<file path="config.mk">
export PLATFORM = sky130hd
export DESIGN_NAME = decrementer_xb
export DESIGN_NICKNAME = d
export VERILOG_FILES = /design/src/rtl/decrementer_pkg.sv /design/src/rtl/decrementer4b.sv /design/src/rtl/decrementer_xb.sv
export SDC_FILE = /design/constraint.sdc
export NUM_CORES = 1
export LEC_CHECK = 0
export CAP_MARGIN = 25
export CORE_MARGIN = 1
export CORE_UTILIZATION = 53
export CTS_BUF_LIST = sky130_fd_sc_hd__clkbuf_4 sky130_fd_sc_hd__clkbuf_8
export CTS_CLUSTER_DIAMETER = 120
export DETAILED_ROUTE_END_ITERATION = 12
export PLACE_DENSITY = 0.87
export SYNTH_ARGS = -nofsm -noshare
export SYNTH_HDL_FRONTEND = slang
export SYNTH_SLANG_ARGS = --single-unit
</file>
<file path="constraint.sdc">
create_clock -name clk -period 3.81 [get_ports clk]
set_input_delay 0.762 -clock clk [delete_from_list [all_inputs] [get_ports clk]]
set_output_delay 0.762 -clock clk [all_outputs]
set_load 0.03 [all_outputs]
</file>
<file path="src/rtl/decrementer_pkg.sv">
// decrementer_pkg: shared types and constants for the multi-cycle decrementer.
// Used by decrementer4b and decrementer_xb (optional build macro DECREMENTER_SATURATE_EN
// is consumed by decrementer_xb only).
package decrementer_pkg;

  // Width of one borrow-ripple slice; one slice is processed per cycle.
  localparam int NIBBLE_W = 4;

  // Controller states.
  typedef enum logic [1:0] {
    IDLE = 2'd0,
    RUN  = 2'd1,
    DONE = 2'd2
  } state_e;

  // Width of the nibble index register; never below 1 so a single-nibble
  // build still has a legal index vector.
  function automatic int idx_width(input int nib);
    return (nib <= 1) ? 1 : $clog2(nib);
  endfunction

endpackage : decrementer_pkg

</file>
<file path="src/rtl/decrementer4b.sv">
// decrementer4b: combinational 4-bit borrow slice, d = a - bin.
// Borrow propagates out only when a borrow comes in and the nibble is zero.
module decrementer4b
  import decrementer_pkg::*;
(
  input  logic [NIBBLE_W-1:0] a,
  input  logic                bin,
  output logic [NIBBLE_W-1:0] d,
  output logic                bout
);

  // Slice arithmetic; the subtraction wraps within the nibble.
  always_comb begin
    d    = a - NIBBLE_W'(bin);
    bout = bin & (a == '0);
  end

endmodule : decrementer4b

</file>
<file path="src/rtl/decrementer_xb.sv">
// decrementer_xb: multi-cycle WIDTH-bit decrementer (out = in - 1).
// Ripples a registered borrow through one nibble per cycle, LSB first, with
// valid/ready handshakes on both sides.
// Build option: define DECREMENTER_SATURATE_EN to clamp a zero operand to a
// zero result (borrow still flagged) instead of wrapping to all-ones.
module decrementer_xb
  import decrementer_pkg::*;
#(
  parameter int WIDTH = 16
) (
  input  logic             clk,
  input  logic             rst_n,
  input  logic             in_valid,
  output logic             in_ready,
  input  logic [WIDTH-1:0] in_data,
  output logic             out_valid,
  input  logic             out_ready,
  output logic [WIDTH-1:0] out_data,
  output logic             out_borrow,
  output logic             out_zero
);

  localparam int NIB = WIDTH / NIBBLE_W;
  localparam int IW  = idx_width(NIB);
  localparam logic [IW-1:0] LAST_IDX = IW'(NIB - 1);

  state_e            state_q, state_d;
  logic [WIDTH-1:0]  work_q,  work_d;
  logic              borrow_q, borrow_d;
  logic [IW-1:0]     idx_q,   idx_d;

  logic [NIBBLE_W-1:0] slice_a;
  logic [NIBBLE_W-1:0] slice_d;
  logic                slice_bout;
  logic                last_nibble;

  // Select the nibble currently being processed.
  always_comb begin
    slice_a     = work_q[NIBBLE_W*int'(idx_q) +: NIBBLE_W];
    last_nibble = (idx_q == LAST_IDX);
  end

  // Single shared slice, time-multiplexed across nibbles by idx_q.
  decrementer4b u_slice (
    .a    (slice_a),
    .bin  (borrow_q),
    .d    (slice_d),
    .bout (slice_bout)
  );

  // State register.
  // NOTE: sequential blocks use non-blocking (<=) so every flop samples the
  // pre-edge value of its inputs, independent of statement order.
  always_ff @(posedge clk or negedge rst_n) begin
    if (!rst_n) begin
      state_q <= IDLE;
    end else begin
      state_q <= state_d;
    end
  end

  // Next-state logic: accept in IDLE, fixed-length run, hold in DONE until taken.
  always_comb begin
    state_d = state_q;
    unique case (state_q)
      IDLE:    if (in_valid)            state_d = RUN;
      RUN:     if (last_nibble)         state_d = DONE;
      DONE:    if (out_ready)           state_d = IDLE;
      default:                          state_d = IDLE;
    endcase
  end

  // Datapath next-state: load operand on accept, replace one nibble per RUN cycle.
  // NOTE: every signal assigned here gets a default first, so no path leaves it
  // unassigned and no latch is inferred.
  always_comb begin
    work_d   = work_q;
    borrow_d = borrow_q;
    idx_d    = idx_q;
    unique case (state_q)
      IDLE: begin
        if (in_valid) begin
          work_d   = in_data;
          borrow_d = 1'b1;
          idx_d    = '0;
        end
      end
      RUN: begin
        work_d[NIBBLE_W*int'(idx_q) +: NIBBLE_W] = slice_d;
        borrow_d = slice_bout;
        if (last_nibble) begin
`ifdef DECREMENTER_SATURATE_EN
          // A borrow out of the top nibble means the operand was zero: clamp.
          if (slice_bout) begin
            work_d = '0;
          end
`endif
        end else begin
          idx_d = idx_q + IW'(1);
        end
      end
      default: ;
    endcase
  end

  // Datapath registers; cleared on reset so a discarded run leaves nothing behind.
  always_ff @(posedge clk or negedge rst_n) begin
    if (!rst_n) begin
      work_q   <= '0;
      borrow_q <= 1'b0;
      idx_q    <= '0;
    end else begin
      work_q   <= work_d;
      borrow_q <= borrow_d;
      idx_q    <= idx_d;
    end
  end

  // Outputs decoded from registered state only; result fields read 0 outside DONE.
  always_comb begin
    in_ready   = (state_q == IDLE);
    out_valid  = (state_q == DONE);
    out_data   = out_valid ? work_q : '0;
    out_borrow = out_valid & borrow_q;
    out_zero   = out_valid & (work_q == '0);
  end

endmodule : decrementer_xb

</file>
Word-level counts from Yosys, hierarchy flattened:

Cells that the tools add are included.

* muxes and demuxes: 13
* bitwise logic cells: 3
* reductions and logical operators: 7
* shift operators: 3
* $add $sub $neg: 3
* eq/ne operators: 7

Operator list (number)
* negation 4 -> 33 bit: 1
* variable shift 4 x 33 -> 16 bit, first input constant: 1
* variable part select 4 x 33 -> 16 bit: 1
* 2-to-1 mux 16 bit: 2
* one-hot mux 16 bit (2 select lines): 1
* bitwise mux 16 bit: 1
* zero test 16 bit: 1
* variable part select 16 x 5 -> 4 bit: 1
* 2-to-1 mux 2 bit: 5
* != test 2 bit, second input constant: 3
* one-hot mux 2 bit (3 select lines): 1
* AND reduction 3 bit: 2
* == test 2 bit, second input constant: 2
* zero test 4 bit: 1
* one-hot mux 2 bit (2 select lines): 1
* subtractor 4 x 1 -> 4 bit: 1
* bitwise AND 1 bit: 3
* adder 2 x 1 -> 2 bit, second input constant: 1
* == test 2 x 1 -> 1 bit, second input constant: 1
* zero test 2 bit: 1
* != test 2 x 1 -> 1 bit, second input constant: 1
* one-hot mux 1 bit (2 select lines): 1
* AND reduction 2 bit: 1
* nonzero test 2 bit: 1
* 2-to-1 mux 1 bit: 1

* word-level logic and storage cells: 40
* input bits: 20
* flip-flop bits (word level): 21

Depth between registers and ports, before layout:

Gate-level depths: netlist of run 1.

* depth in word-level cells: 5
* depth in mapped cells: 8
* mapped depth without buffers: 8

Modules after synthesis:

Synthesis of run 1 repeated with hierarchy kept, for this count alone.

* cell total of the unflattened synthesis: 164
* area total of the unflattened synthesis: 1716.6 um^2

Modules (own cells, without submodules)
* decrementer_xb: cells each 153, instances 1, area each 1634.1 um^2
* decrementer4b: cells each 11, instances 1, area each 82.6 um^2

Worst setup path before layout of run 1:

No wires, ideal clock.

* path kind: register to output
* from: reg state_q[0]
* to: out out_zero
* cell stages (with the launch flop): 5
* setup slack: 1.481 ns
* path buffers: 1
* required time: 3.048 ns
* data arrival time: 1.567 ns
* path through: dfrtp_1 > buf_2 > nor2b_1 > inv_1 > nor3_1

* cells in the longest elaborated chain, start to end: 2

Ends and longest elaborated chain
* start: declaration: line decrementer_xb.sv:27 `state_e state_q, state_d;`
* start signal: assignment: line decrementer_xb.sv:58 `state_q <= state_d;`
* == test 2 bit: line decrementer_xb.sv:122 `out_valid = (state_q == DONE);`
* bitwise AND 1 bit: line decrementer_xb.sv:125 `out_zero = out_valid & (work_q == '0);`
* end: declaration: line decrementer_xb.sv:20 `output logic out_zero`

No other way between the ends.

Worst setup path in the final report of run 1:

Ends and elaborated chain as after synthesis.

==> key figures, run 1 <==
Critical path
  • Critical path data arrival time: around 2.2 ns
  • Crit path capture type: output port
  • Worst R2R Start: idx_q[0]
  • Reg2reg end: work_q[2]
  • Startpoint types: flop
  • Critical path, cell by cell: nor2b_1 > buf_4 > inv_1 > nor3_1 > clkdlybuf4s50_1
  • Required time worst endpoint: between 3 and 4 ns
  • Slowest stage cell, crit path: clkdlybuf4s50_1
  • Crit Path Category: flop to output port
  • R2r setup slk: between 1 and 1.5 ns
  • R2R cell count: 8
  • Critical-path maximum fanout: 15
  • Slowest cell delay on critical path: 0.71 ns

Clocking
  • CTS tree: yes
  • Post-CTS sizing: 0
  • CTS Hold Buffers Added: 0
  • Num CTS Buffers: 3
  • Clock Latency Late Sink: approximately 0.3 ns
  • Clk sinks: 21
  • Htree depth: 1
  • Clk pin slew, worst setup/hold paths: 0.12 ns
  • Root buffer cell: clkbuf_4
  • Post-CTS setup buffers: 0
  • Clk buf depth: 2

Min path
  • Min-delay src: borrow_q
  • WHS Endpoint: borrow_q
  • Min-Delay Path Class: flop to flop
  • Hold Crit Depth: 2

Cells and area
  • Area Overhead vs Synth: 29.4%
  • Most frequent cells in the layout: 39 x clkdlybuf4s50_1, 26 x nor2_1, 26 x a21oi_1
  • Share of cells above drive strength 1: 0.0686
  • Commonest non-fill, non-tap cell in the layout: clkdlybuf4s50_1
  • Final core occ: 0.740
  • Nets: 231
  • Fillers: 200
  • Antenna Cells: 0

Global routing
  • Total GRT Usage: 0.292
  • Initial antenna violation count: 0
  • Largest net degree at the start of global routing: 23
  • First-pass GRT wire length: around 6.0 mm
  • Vias in the first global route: ~1300
  • GRT overflow: 0

Placed design
  • GPL Wtd Cong: about 0.93
  • Post-DP HPWL: a little under 3 mm
  • Post-placement setup slack: 1.18 ns
  • PortBufs: 39

Synth
  • Synth cell types: 34
  • Average cell area after synthesis: 8.68 um2
  • Asr flop ratio synth: 1.00
  • Syn Nets: about 190
  • Post-synthesis sequential area ratio: 0.365
  • Yosys Warn Count: 0
  • Post-synth EDFFs: 0
  • Main synth FF type: dfrtp_1
  • Post-Syn Area: about 1400 um2
  • Flops & latches, synth: 21
  • Syn Inst Count: between 150 and 200

Routing
  • Via count: roughly 1400
  • Starting DRC count in detailed routing: about 50
  • Via/cell ratio: a little under 6
  • First drt pass iteration count: 4
  • Drt drc: 0
  • DRT antenna net count: 0
  • Total Wirelength: between 3 and 4 mm
  • WL per Instance: between 15 and 20 um

STA
  • Final clock skew: approximately 0.0076 ns
  • Final setup violating endpoints: 0
  • Pins Over Slew Limit: 0
  • RSZ-0062 raised after global routing: no
  • F_max: 333 MHz
  • Slew margin rel.: 0.344
  • Setup TNS: 0 ns
  • Final Hold Viols: 0
  • Final worst slack: between 0.8 and 0.9 ns
  • WHS: a little under 0.6 ns
  • Fin crit period: about 3.0 ns
  • Worst Tran Pin Value: 0.981 ns
  • Final worst-path cycle share: 0.789

Floorplan
  • Die area: between 2000 and 3000 um2
  • Starting density of the core: 0.571
  • Core Area: between 2000 and 3000 um2
  • I/O Pins: 40
  • Rows: 18
  • Vert. Die Dim: 54.2 um
  • Die width: ~54 um

Power and ir drop
  • Pwr/cell area: 776 nW/um2
  • Peak VDD IR: roughly 700 uV
  • Total power: ~1.4 mW
  • Leak Pwr: 0.775 nW

Outcome
  • Status: finished, final reports clean

Run
  • Max cap viols: 0
==> where the power goes <==
group,internal (mW),total (mW),switching (mW)
clock,0.0478,0.117,0.0687
sequential,0.331,0.485,0.153
combinational,0.363,0.847,0.484
==> critical path: cells and delay by family (launching register included) <==
family        cells  cell delay, ns
buf+inv           3            1.04
flops             1            0.51
simple gates      2            0.41
==> metal layers <==
layer / share of wire / global-route usage
met2: 0.49 / 0.486
met1: 0.42 / 0.389
met3: 0.074 / 0.0593
met5: 0 / 0
met4: 0.0088 / 0.0598
==> through the flow <==
step	area [um2]	cells
CTS	1870	234
global placement	1840	230
finish	1870	234
global route	1870	234
detailed placement	1840	230
floorplan	1440	166
==> worst max path at each step <==
| stage | from | end | slack, ns | depth (start not counted) |
|---|---|---|---|---|
| after global routing | state_q[0] | out_zero | 0.67 | 5 |
| final | state_q[0] | out_zero | 0.80 | 5 |
| after CTS | state_q[0] | out_zero | 0.82 | 5 |
| after detailed placement | state_q[0] | out_zero | 1.18 | 5 |
| after floorplan | state_q[0] | out_zero | 1.48 | 4 |
| after global placement | state_q[0] | out_zero | 1.23 | 5 |
==> Yosys cell counts, types with 2 or more instances <==
| master | count | area, um2 |
|---|---|---|
| nor4_1 | 3 | 18.8 |
| and2_1 | 13 | 81.3 |
| o221ai_1 | 4 | 35.0 |
| a21oi_2 | 2 | 17.5 |
| nor2b_1 | 5 | 31.3 |
| mux4_2 | 2 | 45.0 |
| ha_1 | 6 | 75.1 |
| nand2_1 | 11 | 41.3 |
| o31ai_1 | 2 | 15.0 |
| nand4_1 | 2 | 12.5 |
| buf_6 | 2 | 22.5 |
| dfrtp_1 | 21 | 526 |
| inv_1 | 11 | 41.3 |
| buf_2 | 3 | 15.0 |
| a21oi_1 | 26 | 130 |
| mux2i_1 | 4 | 40.0 |
| nor2_1 | 26 | 97.6 |
| nand3_1 | 7 | 35.0 |
==> area by class of cell <==
cell class                 instances  area, um2  share of cell area
sequential                        21        526               0.282
multi-input combinational        128        833               0.447
inverter                          11       41.3              0.0221
timing repair buffer              40        398               0.213
tap                               30       37.5              0.0201
clock buffer                       4       30.0              0.0161
==> cells by family (layout without fill, tap and decap cells) <==
| kind of cell | after synthesis | count (layout) | synth area share |
|---|---|---|---|
| simple gates | 75 | 75 | 0.273 |
| compound gates | 37 | 37 | 0.150 |
| flops | 21 | 21 | 0.365 |
| buf+inv | 17 | 55 | 0.0573 |
| mux | 8 | 8 | 0.0851 |
| fa+ha+maj | 6 | 6 | 0.0521 |
| xor+xnor | 2 | 2 | 0.0174 |
==> sequential cells by signal (all words and copies together) (netlist names) <==
signal and count:
work_q 16, state_q 2, idx_q 2, borrow_q 1
Note: power is estimated with default switching activity, not from simulation.
==> run 2, diff against run 1 <==
--- a/config.mk
+++ b/config.mk
@@ -7,11 +7,11 @@
 export LEC_CHECK = 0
 export CAP_MARGIN = 25
 export CORE_MARGIN = 1
-export CORE_UTILIZATION = 53
+export CORE_UTILIZATION = 49
 export CTS_BUF_LIST = sky130_fd_sc_hd__clkbuf_4 sky130_fd_sc_hd__clkbuf_8
 export CTS_CLUSTER_DIAMETER = 120
 export DETAILED_ROUTE_END_ITERATION = 12
-export PLACE_DENSITY = 0.87
+export PLACE_DENSITY = 0.81
 export SYNTH_ARGS = -nofsm -noshare
 export SYNTH_HDL_FRONTEND = slang
 export SYNTH_SLANG_ARGS = --single-unit
==> constraint.sdc (replaced) <==
create_clock -name clk -period 2.8 [get_ports clk]
set_input_delay 0.56 -clock clk [delete_from_list [all_inputs] [get_ports clk]]
set_output_delay 0.56 -clock clk [all_outputs]
set_load 0.03 [all_outputs]
==> run 2 against run 1 <==
Via count up 1.2%. Sequential share of layout area fell by 0.39 points. Combinational power rose by 46%. Final cell count up 2.1%. Total power up 39%. Clock power increased by 30%. Global-route usage decreased by 1.9 points. Design area up 1.4%. Critical path type unchanged. Largest power group unchanged. Highest routed layer unchanged.
==> key figures, run 2 (synthesis results as in run 1) <==
Cells and area
  • Most flops, register: work_q
  • Top flop regs: work_q (16), idx_q (2), state_q (2)
  • Antenna Cells: 0 (unchanged)
  • Share of cells above drive strength 1: 0.0913 (+0.0227)
  • Finished Cell Area: 1890 um2 (+1.4%)
  • Commonest non-fill, non-tap cell in the layout: clkdlybuf4s50_1
  • Area Overhead vs Synth: 31.2%
  • Finished Layout Cells: 239 (+2.1%)
  • Most frequent cells in the layout: 38 x clkdlybuf4s50_1, 26 x nor2_1, 26 x a21oi_1
  • Max reg flops: 16 (unchanged)
  • Final core occ: 0.680 (-0.0594)
  • Nets: 235 (+1.7%)

Critical path
  • Crit Path Category: flop to output port
  • Critical path's top delay family: buffers and inverters
  • Critical path data arrival time: 2.16 ns (-0.08 ns)
  • Critical-path maximum fanout: 15 (unchanged)
  • Slowest cell delay on critical path: 0.69 ns (-0.02 ns)
  • R2r setup slk: 0.67 ns (-0.61 ns)
  • Startpoint types: flop
  • Critical path, cell by cell: nor2b_1 > buf_4 > inv_1 > nor2_1 > clkdlybuf4s50_1
  • Buf/Inv on CP: 3 (unchanged)
  • Crit path capture type: output port
  • Required time worst endpoint: 2.24 ns (-0.81 ns)
  • Slowest stage cell, crit path: clkdlybuf4s50_1

Clocking
  • CTS tree: yes
  • Post-CTS setup buffers: 0 (unchanged)
  • Num CTS Buffers: 3 (unchanged)
  • CTS Hold Buffers Added: 0 (unchanged)
  • Root buffer cell: clkbuf_4
  • Clk sinks: 21 (unchanged)
  • Clk buf depth: 2 (unchanged)
  • Htree depth: 1 (unchanged)
  • Post-CTS sizing: 0 (unchanged)
  • Clk pin slew, worst setup/hold paths: 0.13 ns (about the same)
  • Clock Latency Late Sink: 0.31 ns (about the same)

Power and ir drop
  • Internal power: 1.03 mW (+38%)
  • Switching part of the total power: 0.490 (+0.00235)
  • Pwr/cell area: 1060 nW/um2 (+37%)
  • Peak VDD IR: 729 uV (+4.6%)
  • Clock share of power: 0.075 (-0.005)
  • NetSw: 0.987 mW (+40%)
  • Total power: 2.01 mW (+39%)
  • Comb power frac: 0.616 (+0.031)
  • Leak Pwr: 0.796 nW (+2.8%)
  • Flop pwr share: 0.309 (-0.026)

Global routing
  • Initial antenna violation count: 0 (unchanged)
  • Largest net degree at the start of global routing: 23 (unchanged)
  • Grt met3 use: 0.0302 (-0.0291)
  • Met1 Track Usage GR: 0.358 (-0.0301)
  • GR Util met2: 0.452 (-0.0334)
  • First-pass GRT wire length: 6.63 mm (+11%)
  • Most Used Layer, Global Route: met2
  • GRT overflow: 0 (unchanged)
  • Total GRT Usage: 0.273 (-0.0189)
  • Vias in the first global route: 1430 (+11%)

Placed design
  • Dpl cells: 235 (+2.2%)
  • Post-placement setup slack: 0.469 ns (-0.712 ns)
  • GPL Wtd Cong: 0.919 (-0.94%)
  • PortBufs: 39 (unchanged)
  • Dpl cell area: 1860 um2 (+1.6%)
  • Post-DP HPWL: 2.91 mm (+0.79%)

Floorplan
  • Core Area: 2780 um2 (+10%)
  • Vert. Die Dim: 56.2 um (+3.9%)
  • Rows: 19 (+1)
  • Die width: 56.2 um (+3.9%)
  • Die area: 3160 um2 (+7.8%)
  • I/O Pins: 40 (unchanged)
  • Starting density of the core: 0.518 (-0.0532)

Routing
  • Via/cell ratio: 5.80 (-0.88%)
  • WL per Instance: 16.3 um (-4.2%)
  • First drt pass iteration count: 4 (unchanged)
  • DRT antenna net count: 0 (unchanged)
  • Via count: 1386 (+1.2%)
  • Drt drc: 0 (unchanged)
  • Starting DRC count in detailed routing: 77 (+57%)
  • Total Wirelength: 3.89 mm (-2.2%)

STA
  • F_max: 368 MHz
  • Pins Over Slew Limit: 0 (unchanged)
  • Setup TNS: 0 ns (unchanged)
  • Final Hold Viols: 0 (unchanged)
  • Fin crit period: about 2.7 ns
  • WHS: 0.535 ns (-0.0470 ns)
  • Slew margin rel.: 0.495 (+0.151)
  • Final worst-path cycle share: 0.970
  • RSZ-0062 raised after global routing: no
  • Final worst slack: 0.0828 ns (-0.721 ns)
  • Final clock skew: 0.00439 ns (-0.00321 ns)
  • Final setup violating endpoints: 0 (unchanged)
  • Worst Tran Pin Value: 0.757 ns (-0.224 ns)

Run
  • Max cap viols: 0 (unchanged)

Min path
  • Min-Delay Path Class: flop to flop

Outcome
  • Status: finished, final reports clean
## run 2: routing by layer
| layer | vias to the layer above | share of wire | wire length (um) |
|---|---|---|---|
| met5 | - | 0 | 0 |
| met4 | 0 | 0.0049 | 19 |
| met3 | 2 | 0.060 | 232 |
| met2 | 60 | 0.49 | 1890 |
| met1 | 656 | 0.45 | 1750 |
| li1 | 668 | - | - |
## run 2: power by group through the flow
stage	Sequential, mW	Combinational, mW	Clock [mW]
global route	0.649	1.36	0.165
detailed placement	0.627	1.22	0
CTS	0.619	1.23	0.153
floorplan	0.560	0.929	0
finish	0.622	1.24	0.152
global placement	0.615	1.17	0
## run 2: worst paths after layout
kind	startpoint	to	cells past startpoint
max	state_q[1]	out_data[7]	5
min	borrow_q	borrow_q	2
max reg2reg	work_q[4]	work_q[14]	8
min reg2reg	borrow_q	borrow_q	2
max in group asynchronous	rst_n	work_q[10]	2
min in group asynchronous	rst_n	idx_q[1]	2
## run 2: tightest hold or removal path, cell delays in order (launching register included)
cell and delay [ns]:
dfrtp_1 0.39, o21ai_1 0.07, nand2_1 0.05
## run 2: area by class of cell
cell class                 count  area (um2)
clock buffer                   3        22.5
inverter                      11        41.3
multi-input combinational    128         833
fill                         234         890
tap                           31        38.8
sequential                    21         526
clock inverter                 1        5.00
timing repair buffer          44         425
